File: config.mk
export PLATFORM = sky130hd
export DESIGN_NAME = morse_keyer
export DESIGN_NICKNAME = d
export VERILOG_FILES = /design/src/rtl/morse_keyer.sv
export SDC_FILE = /design/constraint.sdc
export NUM_CORES = 1
export LEC_CHECK = 0
export CAP_MARGIN = 5
export CORE_MARGIN = 5
export CORE_UTILIZATION = 29
export CTS_CLUSTER_DIAMETER = 60
export DETAILED_ROUTE_END_ITERATION = 6
export HOLD_SLACK_MARGIN = 0.15
export PLACE_DENSITY = 0.43
export SLEW_MARGIN = 20
export SYNTH_ARGS = -nofsm -noshare
export SYNTH_HDL_FRONTEND = slang
export SYNTH_SLANG_ARGS = --single-unit
export TNS_END_PERCENT = 20
File: constraint.sdc
create_clock -name in_clk -period 4.05 [get_ports in_clk]
set_clock_uncertainty 0.2 [all_clocks]
set_input_delay 0.6075 -clock in_clk [delete_from_list [all_inputs] [get_ports in_clk]]
set_output_delay 0.6075 -clock in_clk [all_outputs]
set_load 0.1 [all_outputs]
File: src/rtl/morse_keyer.sv
// morse_keyer: takes one ASCII character per valid/ready handshake and keys
// it out as Morse code on key_out, timed in dot units of UNIT_CYCLES clocks.
// Letters A-Z and digits 0-9 are keyed. Space (0x20) inserts a 4-unit
// silence, which follows the 3-unit letter gap to form a word gap. 8'hFF ends
// the message and makes done sticky. Any other byte produces a one-cycle err
// pulse and is dropped.
// Optional feature: define LOWER_CASE_EN to key 'a'-'z' with the uppercase
// codes. When it is not defined, lowercase bytes are treated as unsupported.
module morse_keyer #(
    parameter int CLK_PERIOD_NS = 20,
    parameter int T_DOT_NS      = 1000,
    parameter int UNIT_CYCLES   = T_DOT_NS / CLK_PERIOD_NS
) (
    input  logic       in_clk,
    input  logic       rst,
    input  logic [7:0] din,
    input  logic       din_valid,
    output logic       din_ready,
    output logic       key_out,
    output logic       busy,
    output logic       done,
    output logic       err
);

    localparam int            CW        = $clog2(UNIT_CYCLES);
    localparam logic [CW-1:0] UNIT_LAST = CW'(UNIT_CYCLES - 1);

    typedef enum logic [2:0] {
        S_IDLE,
        S_LOAD,
        S_MARK,
        S_SPACE,
        S_LGAP,
        S_WGAP,
        S_DONE
    } state_t;

    state_t          state_reg;
    logic [CW-1:0]   unit_cnt_reg;   // clocks within the current dot unit
    logic [2:0]      unit_num_reg;   // whole units elapsed in the current phase
    logic [2:0]      elem_idx_reg;   // element being keyed, counts down to 0
    logic [7:0]      din_hold_reg;   // character captured at accept
    logic            key_reg;
    logic            busy_reg;
    logic            done_reg;
    logic            err_reg;
    logic            ready_reg;

    logic [7:0]      ch;             // character after optional case folding
    logic [7:0]      rom;            // {len[2:0], pattern[4:0]}
    logic [2:0]      code_len;
    logic [4:0]      code_pat;
    logic            code_ok;
    logic [2:0]      phase_units;
    logic            unit_end;
    logic            phase_end;

    // Code ROM: length and element pattern, first element in bit len-1, 1 = dash.
    always_comb begin
        ch = din_hold_reg;
`ifdef LOWER_CASE_EN
        if (din_hold_reg >= 8'h61 && din_hold_reg <= 8'h7A) begin
            ch = din_hold_reg - 8'h20;
        end
`endif
        rom = 8'h00;
        case (ch)
            8'h41: rom = {3'd2, 5'b00001};  // A .-
            8'h42: rom = {3'd4, 5'b01000};  // B -...
            8'h43: rom = {3'd4, 5'b01010};  // C -.-.
            8'h44: rom = {3'd3, 5'b00100};  // D -..
            8'h45: rom = {3'd1, 5'b00000};  // E .
            8'h46: rom = {3'd4, 5'b00010};  // F ..-.
            8'h47: rom = {3'd3, 5'b00110};  // G --.
            8'h48: rom = {3'd4, 5'b00000};  // H ....
            8'h49: rom = {3'd2, 5'b00000};  // I ..
            8'h4A: rom = {3'd4, 5'b00111};  // J .---
            8'h4B: rom = {3'd3, 5'b00101};  // K -.-
            8'h4C: rom = {3'd4, 5'b00100};  // L .-..
            8'h4D: rom = {3'd2, 5'b00011};  // M --
            8'h4E: rom = {3'd2, 5'b00010};  // N -.
            8'h4F: rom = {3'd3, 5'b00111};  // O ---
            8'h50: rom = {3'd4, 5'b00110};  // P .--.
            8'h51: rom = {3'd4, 5'b01101};  // Q --.-
            8'h52: rom = {3'd3, 5'b00010};  // R .-.
            8'h53: rom = {3'd3, 5'b00000};  // S ...
            8'h54: rom = {3'd1, 5'b00001};  // T -
            8'h55: rom = {3'd3, 5'b00001};  // U ..-
            8'h56: rom = {3'd4, 5'b00001};  // V ...-
            8'h57: rom = {3'd3, 5'b00011};  // W .--
            8'h58: rom = {3'd4, 5'b01001};  // X -..-
            8'h59: rom = {3'd4, 5'b01011};  // Y -.--
            8'h5A: rom = {3'd4, 5'b01100};  // Z --..
            8'h30: rom = {3'd5, 5'b11111};  // 0 -----
            8'h31: rom = {3'd5, 5'b01111};  // 1 .----
            8'h32: rom = {3'd5, 5'b00111};  // 2 ..---
            8'h33: rom = {3'd5, 5'b00011};  // 3 ...--
            8'h34: rom = {3'd5, 5'b00001};  // 4 ....-
            8'h35: rom = {3'd5, 5'b00000};  // 5 .....
            8'h36: rom = {3'd5, 5'b10000};  // 6 -....
            8'h37: rom = {3'd5, 5'b11000};  // 7 --...
            8'h38: rom = {3'd5, 5'b11100};  // 8 ---..
            8'h39: rom = {3'd5, 5'b11110};  // 9 ----.
            default: rom = 8'h00;
        endcase
    end

    assign code_len = rom[7:5];
    assign code_pat = rom[4:0];
    assign code_ok  = (code_len != 3'd0);

    // Length of the current timed phase, in dot units.
    always_comb begin
        phase_units = 3'd1;
        case (state_reg)
            S_MARK:  phase_units = code_pat[elem_idx_reg] ? 3'd3 : 3'd1;
            S_SPACE: phase_units = 3'd1;
            S_LGAP:  phase_units = 3'd3;
            S_WGAP:  phase_units = 3'd4;
            default: phase_units = 3'd1;
        endcase
    end

    assign unit_end  = (unit_cnt_reg == UNIT_LAST);
    assign phase_end = unit_end && (unit_num_reg == (phase_units - 3'd1));

    // Keyer FSM with unit timing; every output is registered here.
    always_ff @(posedge in_clk or negedge rst) begin
        if (!rst) begin
            state_reg    <= S_IDLE;
            unit_cnt_reg <= '0;
            unit_num_reg <= 3'd0;
            elem_idx_reg <= 3'd0;
            din_hold_reg <= 8'h00;
            key_reg      <= 1'b0;
            busy_reg     <= 1'b0;
            done_reg     <= 1'b0;
            err_reg      <= 1'b0;
            ready_reg    <= 1'b0;
        end else begin
            err_reg <= 1'b0;

            // The unit counter only runs in the timed states; entry from
            // LOAD clears it so a mark starts on the edge after accept.
            if (state_reg == S_MARK || state_reg == S_SPACE ||
                state_reg == S_LGAP || state_reg == S_WGAP) begin
                if (unit_end) begin
                    unit_cnt_reg <= '0;
                    unit_num_reg <= phase_end ? 3'd0 : (unit_num_reg + 3'd1);
                end else begin
                    unit_cnt_reg <= unit_cnt_reg + 1'b1;
                end
            end

            case (state_reg)
                S_IDLE: begin
                    ready_reg <= 1'b1;
                    if (din_valid && ready_reg) begin
                        din_hold_reg <= din;
                        state_reg    <= S_LOAD;
                        busy_reg     <= 1'b1;
                        ready_reg    <= 1'b0;
                    end
                end
                S_LOAD: begin
                    unit_cnt_reg <= '0;
                    unit_num_reg <= 3'd0;
                    if (din_hold_reg == 8'hFF) begin
                        state_reg <= S_DONE;
                        done_reg  <= 1'b1;
                        busy_reg  <= 1'b0;
                    end else if (din_hold_reg == 8'h20) begin
                        state_reg <= S_WGAP;
                    end else if (code_ok) begin
                        state_reg    <= S_MARK;
                        key_reg      <= 1'b1;
                        elem_idx_reg <= code_len - 3'd1;
                    end else begin
                        state_reg <= S_IDLE;
                        err_reg   <= 1'b1;
                        busy_reg  <= 1'b0;
                        ready_reg <= 1'b1;
                    end
                end
                S_MARK: begin
                    if (phase_end) begin
                        key_reg   <= 1'b0;
                        state_reg <= (elem_idx_reg == 3'd0) ? S_LGAP : S_SPACE;
                    end
                end
                S_SPACE: begin
                    if (phase_end) begin
                        key_reg      <= 1'b1;
                        elem_idx_reg <= elem_idx_reg - 3'd1;
                        state_reg    <= S_MARK;
                    end
                end
                S_LGAP, S_WGAP: begin
                    if (phase_end) begin
                        state_reg <= S_IDLE;
                        busy_reg  <= 1'b0;
                        ready_reg <= 1'b1;
                    end
                end
                S_DONE: begin
                    key_reg   <= 1'b0;
                    ready_reg <= 1'b0;
                end
                default: state_reg <= S_IDLE;
            endcase
        end
    end

    assign din_ready = ready_reg;
    assign key_out   = key_reg;
    assign busy      = busy_reg;
    assign done      = done_reg;
    assign err       = err_reg;

endmodule

==> Word level (Yosys, flattened, before mapping) <==
Memories as Yosys holds them, arrays and structs flattened.
Cells that the tools add are included.
Widths: inputs -> output; s select.
{ "classes": {"bitwise": 1, "n_eq_ne": 20, "mux": 46, "addsub": 5, "order_cmp": 1, "reduce_logical": 23} }
{ "ops": {"columns": ["operator", "count"], "rows": [
  ["$mux 3", 15],
  ["$reduce_and 5->1", 4],
  ["$mux 1", 18],
  ["$mux 6", 3],
  ["$pmux 3 s6", 1],
  ["$ne 2x2->1 const B", 8],
  ["$eq 3x3->1 const B", 3],
  ["$pmux 3 s3", 1],
  ["$sub 3x1->3 const B", 3],
  ["$eq 8x6->1 const B", 1],
  ["$eq 8x8->1 const B", 1],
  ["$mux 8", 1],
  ["$pmux 1 s4", 2],
  ["$reduce_bool 4->1", 2],
  ["$add 6x1->6 const B", 1],
  ["$eq 3x2->1 const B", 2],
  ["$eq 6x6->1 const B", 1],
  ["$logic_not 3->1", 2],
  ["$ne 3x3->1 const B", 2],
  ["$pmux 3 s2", 1],
  ["$reduce_and 2->1", 3],
  ["$reduce_and 6->1", 1],
  ["$reduce_bool 2->1", 3],
  ["$reduce_bool 3->1", 2],
  ["other kinds (11)", 15]
]} }
{ "word_totals": {"regBits": 28, "out_inout_bits": 5, "elab_cells": 107, "n_memories": 1, "input_bits": 11, "mem_bits_ro": 1024} }
{ "mem_list": {"columns": ["name", "depth", "word_bits", "read_ports", "rd_ports_with_merged_regs", "wr", "line", "source"], "rows": [
  ["(no name shown)", 128, 8, 1, 0, 0, "67", "case (ch)"]
]} }

==> Depth between registers and ports, before layout <==
An unclocked memory read counts as a cell.
{ "depth": {"depth_word": 13, "mapped_depth": 18, "ltp_nobuf": 17} }

==> Least setup slack after synthesis <==
No wires, ideal clock.
{ "synth_path": {"path_type": "register to register", "start": "reg din_hold_reg[1] (netlist: ch[1])", "end": "reg ready_reg (netlist: din_ready)", "required_ps": 3724, "t_arrival_ps": 3301, "setup_time_ps": 126, "synth_period_minus_slack_ps": 3627, "n_path_buf": 1, "stages_incl_launch_ff": 19, "slack_ps": 423, "path_cell_list": "dfrtp_1 buf_2 inv_1 ha_1 nor2b_1 nor2_1 a311oi_1 o311ai_1 o31ai_1 a31oi_1 o21a_1 ha_1 xnor2_1 nor4_1 o21ai_1 a21oi_1 nand2_1 a21oi_2 mux2_4"} }
{ "synth_between": {"elab_chain_cells": 11, "word_cells_on_any_way": 17, "cone_classes": "1 x add/sub; 7 x eq/ne; 5 x mux; 3 x reduce/logical; 1 x memory"} }
{ "synth_rtl": {"columns": ["element", "line", "source"], "rows": [
  ["start: declaration", "42", "logic [7:0] din_hold_reg;"],
  ["start signal: assignment", "159", "din_hold_reg <= din;"],
  ["$mem_v2 128x8", null, null],
  ["$mux 8", "67", null],
  ["$bmux 1 s3", "116", "S_MARK: phase_units = code_pat[elem_idx_reg] ? 3'd3 : 3'd1;"],
  ["$mux 1 (not written as such)", "116", null],
  ["$mux 2", "116", null],
  ["$pmux 3 s3", "115", "case (state_reg)"],
  ["$sub 3x1->3", "125", "assign phase_end = unit_end && (unit_num_reg == (phase_units - 3'd1));"],
  ["$eq 3x3->1", "125", null],
  ["$logic_and 1x1->1", "125", null],
  ["$ne 2x2->1 (no line)", null, null],
  ["$reduce_and 5->1 (no line) (*)", null, null],
  ["end signal: assignment", "139", "ready_reg <= 1'b0;"],
  ["end signal: assignment", "157", "ready_reg <= 1'b1;"],
  ["end signal: assignment", "162", "ready_reg <= 1'b0;"],
  ["end: declaration", "47", "logic ready_reg;"]
]} }
Mark *: on every way between the ends. The rest lies on a longest branch, timed or not. The select of a mux whose other input is x is not followed.
A chain may end at the register's enable or synchronous reset.

==> Final worst setup path <==
{ "layout_path": {"start": "reg din_hold_reg[0] (netlist: ch[0])", "end": "reg ready_reg (netlist: din_ready)"} }
Same word-level chain as after synthesis.

==> impl_metrics.tcl <==
set metrics [dict create \
    result_of_the_run "finished, final reports clean" \
    flops_latches_synth 28 \
    route.detailed.drc 0 \
    final_core_utilization 0.345 \
    crit_path_start_kind "register" \
    cts-buffers-inserted 3 \
    post_drt_via_cell_ratio 5.31 \
    core_um2 7770 \
    final-setup-viol-count 0 \
    grt_start_max_net_pins 29 \
    worst_slew_margin_rel 0.339 \
    place_inst 391 \
    first_global_vias 1946 \
    io-pin-count 16 \
    grt-ovfl-total 0 \
    beginning_of_the_worst_register_to_register_path "ch[0]$_DFFE_PN0P_" \
    area_growth_pct 15.2 \
    grtUsageTotal 0.124 \
    die_area_um2 9920 \
    slew_violations 0 \
    achievable-frequency_mhz 266 \
    end_kind "register" \
    multiInputGateArea_um2 1500 \
    layout_worst_path_cycle_share 0.928 \
    worst_skew_pair.late_latency_ns 0.29 \
    floorplan.die.height_um 99.6 \
    via_count 2103 \
    worstHoldPathCells 1 \
    synth.yosys.warnings 0 \
    power.total_mw 2.37 \
    initial_utilization 0.300 \
    cts.sink_count 28 \
    fillerInstances 853 \
    place_congestion 0.809 \
    htree_levels 1 \
    mostFrequentLayoutCells "sky130_fd_sc_hd__nand2_1, sky130_fd_sc_hd__nor2_1, sky130_fd_sc_hd__dfrtp_1" \
    yosysSeqAreaShare 0.301 \
    timing.max_cap.violations 0 \
    drt.antenna.violating_nets 0 \
    final_nets 318 \
    route.detailed.wl_per_inst_um 15.4 \
    worst_setup_hold_path_clk_slew_ns 0.11 \
    r2r-end "din_ready$_DFFE_PN0P_" \
    worst-r2r-cell-count 18 \
    post_cts_hold_buffer_count 0 \
    die_width_um 99.6 \
    antenna_violations_before_repair 0 \
    diodes 0 \
    drive_gt1_frac 0.156 \
    detailedRoute.firstIterationViolations 178 \
    worstSetupPathType "register to register" \
    crit_arrival_ns 3.75 \
    register_area_um2 703 \
    synth_edf_count 0 \
    grt_first_pass_wirelength_mm 10.1 \
    worst-path-max-fanout 7 \
    dpl.hpwl_mm 4.54 \
    power.static_leakage_nw 1.08 \
    hold_path_end "done$_DFFE_PN0P_" \
    post_synth_instance_area_um2 2330 \
    finalHoldWorstSlack_ns 0.262 \
    max_slew.worst_pin.slew_ns 0.989 \
    leading_cell_type_in_the_layout_fill_and_taps_excluded "sky130_fd_sc_hd__nand2_1" \
    largest_register_ff_count 8 \
    hp-start "done$_DFFE_PN0P_" \
    synth_flop_cell "sky130_fd_sc_hd__dfrtp_1" \
    final_non_filler_cells 396 \
    wl_mm 6.09 \
    worst_hold_path_type "register to register" \
    port_buffers 15 \
    timing.reg2reg.setup_slack_ns 0.29 \
    drt_pass1_iterations 4 \
    required_ns 4.04 \
    floorplan.rows 32 \
    postSynthAreaPerCell_um2 8.29 \
    postSynth.asyncResetShare 1.00 \
    synth_cells 281 \
    areal_power_density_over_the_cells_nw_per_um2 882 \
    hold_viol_final 0 \
    timing.final.crit_period_ns 3.76 \
    cts_max_path_buffers 2 \
    synth.lib_cells_used.distinct 65 \
    tritoncts "done" \
    synth_nets 304 \
    vdd_ir_drop_max_v 0.000312 \
    clock-root-buffer "sky130_fd_sc_hd__clkbuf_8" \
]
metal layers:
layer  up-vias  GRT usage  wire, µm
met5         -          0         0
met4         0     0.0168        59
met3         6     0.0238       252
met2        50      0.202      2780
met1      1003      0.174      3000
li1       1044          -         -
critical path, stage by stage, from the launching register on:
cell                      delay [ns]
sky130_fd_sc_hd__dfrtp_2        0.47
sky130_fd_sc_hd__inv_1          0.19
sky130_fd_sc_hd__ha_1           0.30
sky130_fd_sc_hd__inv_1          0.06
sky130_fd_sc_hd__o21ai_0        0.16
sky130_fd_sc_hd__a22o_1         0.16
sky130_fd_sc_hd__a21oi_1        0.06
sky130_fd_sc_hd__o31ai_1        0.20
sky130_fd_sc_hd__a31oi_1        0.11
sky130_fd_sc_hd__o21a_1         0.20
sky130_fd_sc_hd__ha_1           0.28
sky130_fd_sc_hd__xnor2_1        0.14
sky130_fd_sc_hd__nor4_2         0.23
sky130_fd_sc_hd__buf_4          0.16
sky130_fd_sc_hd__o21ai_2        0.08
sky130_fd_sc_hd__a21oi_1        0.15
sky130_fd_sc_hd__nand2_1        0.08
sky130_fd_sc_hd__a21oi_2        0.13
sky130_fd_sc_hd__mux2_4         0.30
synthesized netlist by cell type (3+ instances only):
cell	count	area [µm²]
sky130_fd_sc_hd__o21ai_0	25	125
sky130_fd_sc_hd__buf_2	9	45.0
sky130_fd_sc_hd__inv_1	8	30.0
sky130_fd_sc_hd__dfrtp_1	28	701
sky130_fd_sc_hd__a31oi_1	3	18.8
sky130_fd_sc_hd__nor3_1	8	40.0
sky130_fd_sc_hd__o21ai_1	4	20.0
sky130_fd_sc_hd__nand3_1	6	30.0
sky130_fd_sc_hd__mux2_4	3	45.0
sky130_fd_sc_hd__mux2_2	7	78.8
sky130_fd_sc_hd__clkbuf_1	5	18.8
sky130_fd_sc_hd__nand2b_1	9	56.3
sky130_fd_sc_hd__nor2b_1	4	25.0
sky130_fd_sc_hd__ha_1	12	150
sky130_fd_sc_hd__nand2_1	31	116
sky130_fd_sc_hd__nor2_1	26	97.6
sky130_fd_sc_hd__a21oi_1	24	120
sky130_fd_sc_hd__o31ai_1	6	45.0
worst max path at each step:
stage          slack, ns  cells after the start                    end         startpoint
5_1_grt           -0.008                     18  din_ready$_DFFE_PN0P_  ch[0]$_DFFE_PN0P_
2_1_floorplan       0.42                     18  din_ready$_DFFE_PN0P_  ch[1]$_DFFE_PN0P_
3_5_place_dp       0.007                     16  din_ready$_DFFE_PN0P_  ch[0]$_DFFE_PN0P_
4_1_cts             0.15                     16  din_ready$_DFFE_PN0P_  ch[0]$_DFFE_PN0P_
6_report            0.29                     18  din_ready$_DFFE_PN0P_  ch[0]$_DFFE_PN0P_
3_3_place_gp        0.18                     16  din_ready$_DFFE_PN0P_  ch[0]$_DFFE_PN0P_
repair_timing:
action,in CTS,in global routing
pin swaps,0,1
endpoints found under the hold margin,0,0
endpoints found under the setup margin,1,5
setup buffers,0,1
resized for setup,1,6
metrics by stage:
step	setup slack (ns)	instance area [µm²]	setup TNS, ns
2_1_floorplan	0.423	2330	0
5_1_grt	-0.00784	2680	-0.00784
6_report	0.290	2680	0
3_3_place_gp	0.183	2580	0
3_5_place_dp	0.00665	2580	0
4_1_cts	0.152	2660	0
power by group:
| group | internal, mW | switching [mW] | total (mW) |
|---|---|---|---|
| Combinational | 0.615 | 0.889 | 1.50 |
| Sequential | 0.409 | 0.225 | 0.634 |
| Clock | 0.133 | 0.0954 | 0.228 |
final cells by class:
type                       count  area share
sequential                    28       0.262
timing repair buffer          28      0.0924
clock inverter                 1      0.0112
inverter                       9      0.0126
clock buffer                   3      0.0154
multi-input combinational    225       0.559
tap                          102      0.0476
cell families (layout without fill, tap and decap cells):
family	count (synthesis)	after routing	synth area share
and+or+nand+nor	105	105	0.226
AOI/OAI and AO/OA	93	93	0.271
DFF	28	28	0.301
buffers and inverters	28	41	0.0645
adders and majority gates	12	12	0.0645
muxes	12	12	0.0618
xor gates and xnor gates	3	3	0.0113
(Power assumes the default switching activity.)
